**src/rtl/memory_access_stage.sv**
```systemverilog
// Memory stage: ALU results pass to writeback; loads/stores run a req/ready access to data memory.
// Latency: ALU op 1 cycle; load/store 3 cycles plus one per memory wait cycle.
// Backpressure: stall holds upstream from the memop's first cycle until the access completes.
// Optional feature macro: MEM_TIMEOUT_EN (bounds ACCESS to TIMEOUT_CYCLES, sets sticky err on expiry).
module memory_access_stage #(
  parameter int DATA_W         = 16,
  parameter int ADDR_W         = 16,
  parameter int REG_W          = 4,
  parameter int TIMEOUT_CYCLES = 64
) (
  input  logic              clk,
  input  logic              reset,
  input  logic              in_valid,
  input  logic              in_mem_rd,
  input  logic              in_mem_wr,
  input  logic [ADDR_W-1:0] in_addr,
  input  logic [DATA_W-1:0] in_wdata,
  input  logic [REG_W-1:0]  in_rd,
  input  logic              in_wre,
  output logic              stall,
  output logic              mem_req,
  output logic              mem_we,
  output logic [ADDR_W-1:0] mem_addr,
  output logic [DATA_W-1:0] mem_wdata,
  input  logic              mem_ready,
  input  logic [DATA_W-1:0] mem_rdata,
  output logic              wb_valid,
  output logic              wb_wre,
  output logic [REG_W-1:0]  wb_rd,
  output logic [DATA_W-1:0] wb_data,
  output logic              err
);

  typedef enum logic [1:0] {IDLE, ACCESS, DONE} state_t;

  state_t            state;
  logic [DATA_W-1:0] rdata_q;
  logic              timed_out;
  logic              memop;
  logic              is_load;
  logic              expire;

  // A read wins when both rd and wr are set, so the write is suppressed.
  assign memop   = in_valid & (in_mem_rd | in_mem_wr);
  assign is_load = in_mem_rd;

  // Reset gates stall so upstream is never held while the stage is being cleared.
  assign stall = reset & (((state == IDLE) & memop) | (state == ACCESS));

`ifdef MEM_TIMEOUT_EN
  localparam int CNT_W = $clog2(TIMEOUT_CYCLES + 1);
  logic [CNT_W-1:0] cnt;

  assign expire = (cnt == CNT_W'(TIMEOUT_CYCLES - 1));

  // Count ACCESS cycles from zero on entry; flag a sticky error when the budget runs out.
  always_ff @(posedge clk or negedge reset) begin
    if (!reset) begin
      cnt <= '0;
      err <= 1'b0;
    end else begin
      if (state == ACCESS) cnt <= cnt + CNT_W'(1);
      else                 cnt <= '0;
      if ((state == ACCESS) && !mem_ready && expire) err <= 1'b1;
    end
  end
`else
  assign expire = 1'b0;
  assign err    = 1'b0;
`endif

  // Stage FSM: memory handshake and registered writeback bundle.
  always_ff @(posedge clk or negedge reset) begin
    if (!reset) begin
      state     <= IDLE;
      mem_req   <= 1'b0;
      mem_we    <= 1'b0;
      mem_addr  <= '0;
      mem_wdata <= '0;
      rdata_q   <= '0;
      timed_out <= 1'b0;
      wb_valid  <= 1'b0;
      wb_wre    <= 1'b0;
      wb_rd     <= '0;
      wb_data   <= '0;
    end else begin
      wb_valid <= 1'b0;
      case (state)
        IDLE: begin
          if (memop) begin
            mem_req   <= 1'b1;
            mem_we    <= in_mem_wr & ~in_mem_rd;
            mem_addr  <= in_addr;
            mem_wdata <= in_wdata;
            timed_out <= 1'b0;
            state     <= ACCESS;
          end else begin
            wb_valid <= in_valid;
            wb_wre   <= in_wre;
            wb_rd    <= in_rd;
            wb_data  <= DATA_W'(in_addr);
          end
        end
        ACCESS: begin
          if (mem_ready) begin
            rdata_q <= mem_rdata;
            mem_req <= 1'b0;
            state   <= DONE;
          end else if (expire) begin
            mem_req   <= 1'b0;
            timed_out <= 1'b1;
            state     <= DONE;
          end
        end
        DONE: begin
          // Upstream still holds the instruction here and advances on this same edge.
          wb_valid <= 1'b1;
          wb_rd    <= in_rd;
          wb_wre   <= is_load & in_wre & ~timed_out;
          wb_data  <= (is_load && !timed_out) ? rdata_q : DATA_W'(in_addr);
          state    <= IDLE;
        end
        default: state <= IDLE;
      endcase
    end
  end

endmodule

```
**config.mk**
```make
export PLATFORM = sky130hd
export DESIGN_NAME = memory_access_stage
export DESIGN_NICKNAME = d
export VERILOG_FILES = /design/src/rtl/memory_access_stage.sv
export SDC_FILE = /design/constraint.sdc
export NUM_CORES = 1
export LEC_CHECK = 0
export CAP_MARGIN = 20
export CORE_ASPECT_RATIO = 1.2
export CORE_MARGIN = 5
export CORE_UTILIZATION = 44
export DETAILED_ROUTE_END_ITERATION = 8
export PLACE_DENSITY_LB_ADDON = 0.2
export SLEW_MARGIN = 20
export SYNTH_ARGS = -nofsm -noshare
export SYNTH_HDL_FRONTEND = slang
export SYNTH_SLANG_ARGS = --single-unit
```
**constraint.sdc**
```tcl
create_clock -name clk -period 2.1 [get_ports clk]
set_input_delay 0.42 -clock clk [delete_from_list [all_inputs] [get_ports clk]]
set_output_delay 0.42 -clock clk [all_outputs]
set_load 0.05 [all_outputs]
```
# Yosys cells after proc, flatten, opt, wreduce, memory -nomap -nowiden
# Index checks and enable logic that the tools add are counted.
dict set report totals {
  latchBits 0
  reg_bits 74
  inputBits 59
  ramBits 0
  mem_count 0
  mem_bits_ro 0
}
dict set report classes {
  bitwise 8
  n_mux 15
  div 0
  n_reduce_logical 8
  shifts 0
  order_cmp 0
  addsub 0
  n_mul 0
  eq_ne 5
}
# cell count
set ops {}
lappend ops {{$mux W16} 2}
lappend ops {{$pmux W16 S2} 1}
lappend ops {{$pmux W4 S2} 1}
lappend ops {{$reduce_and A2 Y1} 4}
lappend ops {{$ne A2 B2 Y1 const B} 3}
lappend ops {{$pmux W1 S2} 3}
lappend ops {{$and A1 B1 Y1} 5}
lappend ops {{$mux W1} 4}
lappend ops {{$mux W2} 2}
lappend ops {{$mux W4} 1}
lappend ops {{$pmux W2 S2} 1}
lappend ops {{$reduce_bool A2 Y1} 2}
lappend ops {{$reduce_and A3 Y1} 1}
lappend ops {{$eq A2 B1 Y1 const B} 1}
lappend ops {{$eq A2 B2 Y1 const B} 1}
lappend ops {{$logic_not A2 Y1} 1}
lappend ops {{$or A1 B1 Y1} 2}
lappend ops {{$not A1 Y1} 1}

# Logic depth before layout (Yosys ltp)
dict set report depth {
  word_depth 5
  mapped_depth 5
}

# Least setup slack after synthesis
# No wires, ideal clock.
dict set report synth_path {
  kind {register to output}
  startpoint {register state[0]}
  endpoint {output port stall}
  required_ps 1680
  arrival_time_ps 1492
  path_buffers 2
  stages_incl_launch_ff 6
  path_slack_ps 188
  path_cell_list {dfrtp_1 nor3b_2 and2_1 buf_4 buf_6 o21a_1}
}
dict set report synth_between {
  elab_chain_cells 4
}
# item line_no
set synth_lines {}
lappend synth_lines {{from (decl)} 36} ;# state_t state;
lappend synth_lines {{from (signal assigned)} 75} ;# state <= IDLE;
lappend synth_lines {{from (signal assigned)} 96} ;# state <= ACCESS;
lappend synth_lines {{from (signal assigned)} 108} ;# state <= DONE;
lappend synth_lines {{$logic_not A2 Y1} 48} ;# assign stall = reset & (((state == IDLE) & memop) | (state == ACCESS));
lappend synth_lines {{$and A1 B1 Y1} 48}
lappend synth_lines {{$or A1 B1 Y1 *} 48}
lappend synth_lines {{$and A1 B1 Y1 *} 48}
lappend synth_lines {{to (decl)} 20} ;# output logic stall,
# Every way passes the cells marked *; elsewhere a longest branch is shown, timed or not.

# Worst setup path after layout
dict set report layout_path {
  startpoint {input port in_valid}
  endpoint {output port stall}
}
dict set report layout_between {
  elab_chain_cells 4
}
# item line_no
set layout_lines {}
lappend layout_lines {{from (decl)} 13} ;# input logic in_valid,
lappend layout_lines {{$and A1 B1 Y1} 44} ;# assign memop = in_valid & (in_mem_rd | in_mem_wr);
lappend layout_lines {{$and A1 B1 Y1} 48}
lappend layout_lines {{$or A1 B1 Y1} 48}
lappend layout_lines {{$and A1 B1 Y1} 48}
# Every way passes these cells.

==> impl_metrics.py <==
metrics = {
    "logic_synthesis": {
        "synth_cell_types": 19,
        "synth_nets": 247,
        "ys_seq_area_share_pct": 59.6,
        "synthCells": 188,
        "synth_warnings": 0,
        "syn-cell-area_um2": 3110,
        "synth_area_per_cell_um2": 16.5,
        "netlist.area_leader.share_pct": 59.6,
        "synthTopCellsByArea": "dfrtp_1, mux2_2, mux2_4, buf_4, mux2_1",
        "synth-seq-cells": 74,
        "yosys.area.top_type": "dfrtp_1",
    },
    "outcome": {
        "status": "finished clean",
    },
    "timing": {
        "finalSetupViolations": 0,
        "finalCritPeriodShare_pct": 97.3,
        "hold_viol": 0,
        "worstMarginPinSlew_ns": 0.914,
        "fin_tns_setup_ns": 0,
        "fin_hold_ws_ns": 0.294,
        "fin_skew_ns": 0.0112,
        "max_freq_mhz": 489,
        "max_slew_margin_pct": 39.1,
        "layout_setup_ws_ns": 0.0567,
        "drv_slew": 0,
        "fin_crit_ns": 2.04,
    },
    "layout": {
        "fillCellCount": 536,
        "stdcell_count": 408,
        "mostFrequentLayoutCells": "clkdlybuf4s50_1, dfrtp_1, mux2_2",
        "area_growth_pct": 48.6,
        "stdcell_area_um2": 4620,
        "final_nets": 375,
        "final_common_cell": "clkdlybuf4s50_1",
        "insertedDiodeCount": 0,
        "drive_above_1_share_pct": 35.5,
        "final_util_pct": 67.4,
    },
    "power_and_ir_drop": {
        "pwr-share-clk_pct": 16.6,
        "p_per_area_nw_per_um2": 1410,
        "p_comb_share_pct": 49.1,
        "seq_power_share_pct": 34.3,
        "power_switching_mw": 2.66,
        "totalPowerFinal_mw": 6.50,
        "switching_share_pct": 41.0,
        "vdd_drop_max_mv": 0.805,
        "p_int_mw": 3.84,
        "p_leak_nw": 1.99,
    },
    "worst_setup_path": {
        "worstSetupStartpointType": "primary input",
        "critPathMaxStageDelay_ns": 0.51,
        "worstPathRequired_ns": 1.68,
        "crit_slowest_cell": "clkdlybuf4s50_1",
        "crit_arrival_ns": 1.62,
        "worstSetupEndpointType": "primary output",
        "crit_type": "primary input to primary output",
        "cp_max_fo": 3,
        "crit_chain": "clkdlybuf4s50_1 -> nor3b_2 -> and2_4 -> o21a_1 -> buf_12",
    },
    "cts": {
        "worstSkewPairLatency_ns": 0.35,
        "cts_hold_buf": 0,
        "cts_num_sinks": 74,
        "path_clk_slew_ns": 0.08,
        "cts_inserted_buffers": 9,
        "cts_tree": "done",
        "clock_path_buffers": 2,
        "cts-root-buf": "clkbuf_8",
        "cts_max_level": 3,
    },
    "floorplanning": {
        "die_w_um": 86.7,
        "fp-row-count": 33,
        "dieHeight_um": 102,
        "pin_count": 117,
        "die-area_um2": 8850,
        "coreArea_um2": 6850,
        "initial_core_util_pct": 45.4,
    },
    "drt": {
        "vias": 2025,
        "drt-vias-per-instance": 4.96,
        "wl_per_cell_um": 17.5,
        "drt-pass1-iter-count": 4,
        "wl_um": 7130,
        "drc_errors": 0,
        "postRouteAntennaNets": 0,
        "drt_iter0_drc": 25,
    },
    "placed_design": {
        "io_buffers": 115,
        "gp_congestion": 0.750,
        "dpl.hpwl_um": 5170,
        "post-place-cells": 391,
        "dp_slack_ns": 0.00862,
        "postPlaceCellArea_um2": 4420,
    },
    "grt": {
        "grt_max_degree": 75,
        "grt_overflow": 0,
        "grt_pass1_wl_um": 11500,
        "antenna_found_initial": 0,
        "grt_pass1_vias": 2274,
        "grt.total_usage_pct": 17.0,
    },
    "hold_path": {
        "hp-class": "primary input to async pin",
    },
    "flow_run": {
        "maxCapViolCount": 0,
    },
}
==> registers in the layout, indices dropped and copies added (netlist names) <==
name,cells
mem_addr,16
mem_wdata,16
rdata_q,16
wb_data,16
wb_rd,4
state,2
mem_req,1
mem_we,1
wb_valid,1
wb_wre,1
==> cell usage after synthesis <==
cell / instances
and2b_1: 1
mux2_1: 4
a21oi_1: 3
nor3b_2: 1
o21a_1: 1
dfrtp_1: 74
buf_4: 6
conb_1: 1
o31a_1: 1
a31oi_1: 1
a21o_1: 2
nand2_2: 2
nor2_1: 2
mux2_2: 54
and2_1: 1
or2_1: 1
inv_1: 3
mux2_4: 27
buf_6: 3
==> area by class of cell <==
| cell class | count | area, um^2 | area share, % |
|---|---|---|---|
| Sequential cell | 74 | 1850 | 40.1 |
| Clock buffer | 10 | 128 | 2.76 |
| Multi-Input combinational cell | 102 | 1180 | 25.5 |
| Tap cell | 87 | 109 | 2.36 |
| Inverter | 3 | 11.3 | 0.244 |
| Timing Repair Buffer | 126 | 1280 | 27.7 |
| Clock inverter | 6 | 65.1 | 1.41 |
==> worst paths after layout <==
path                            start            to  slack [ns]  cells past startpoint
setup / recovery             in_valid         stall        0.06                      5
hold / removal                  reset  mem_wdata[4]        0.29                      2
setup reg to reg             state[0]  mem_wdata[7]        0.45                      4
hold reg to reg            rdata_q[7]    rdata_q[7]        0.50                      1
max in group asynchronous       reset    wb_data[8]        1.19                      2
min in group clk           rdata_q[7]    rdata_q[7]        0.50                      1
==> metal layers <==
metal,global-route usage (%),vias to the layer above,part of all wire (%)
met3,5.00,9,7.0
met1,20.5,1021,40
met4,6.12,0,1.1
met2,29.0,77,52
li1,-,918,-
met5,0,-,0
==> power groups by stage <==
stage,combinational [mW],sequential [mW],clock [mW]
finish,3.19,2.23,1.08
global route,3.32,2.31,1.19
CTS,3.23,2.24,1.12
detailed placement,3.22,2.26,0
global placement,3.19,2.23,0
floorplan,0.807,3.54,0
==> worst max-delay path: cells and delay by family <==
family,cells,cell delay (ns)
buffers and inverters,2,0.65
AOI/OAI and AO/OA,1,0.15
and+or+nand+nor,2,0.40
==> kinds of logic after synthesis <==
family,share of synthesized area (%)
buf+inv,2.90
compound gates,1.69
mux,34.0
simple gates,1.69
other cells,0.121
flops,59.6
==> timing repair <==
item	CTS	global route
setup endpoints to repair	1	1
setup buffers	1	0
gates resized for setup	0	1
pin swaps	1	2
Note: power is estimated with default switching activity, not from simulation.
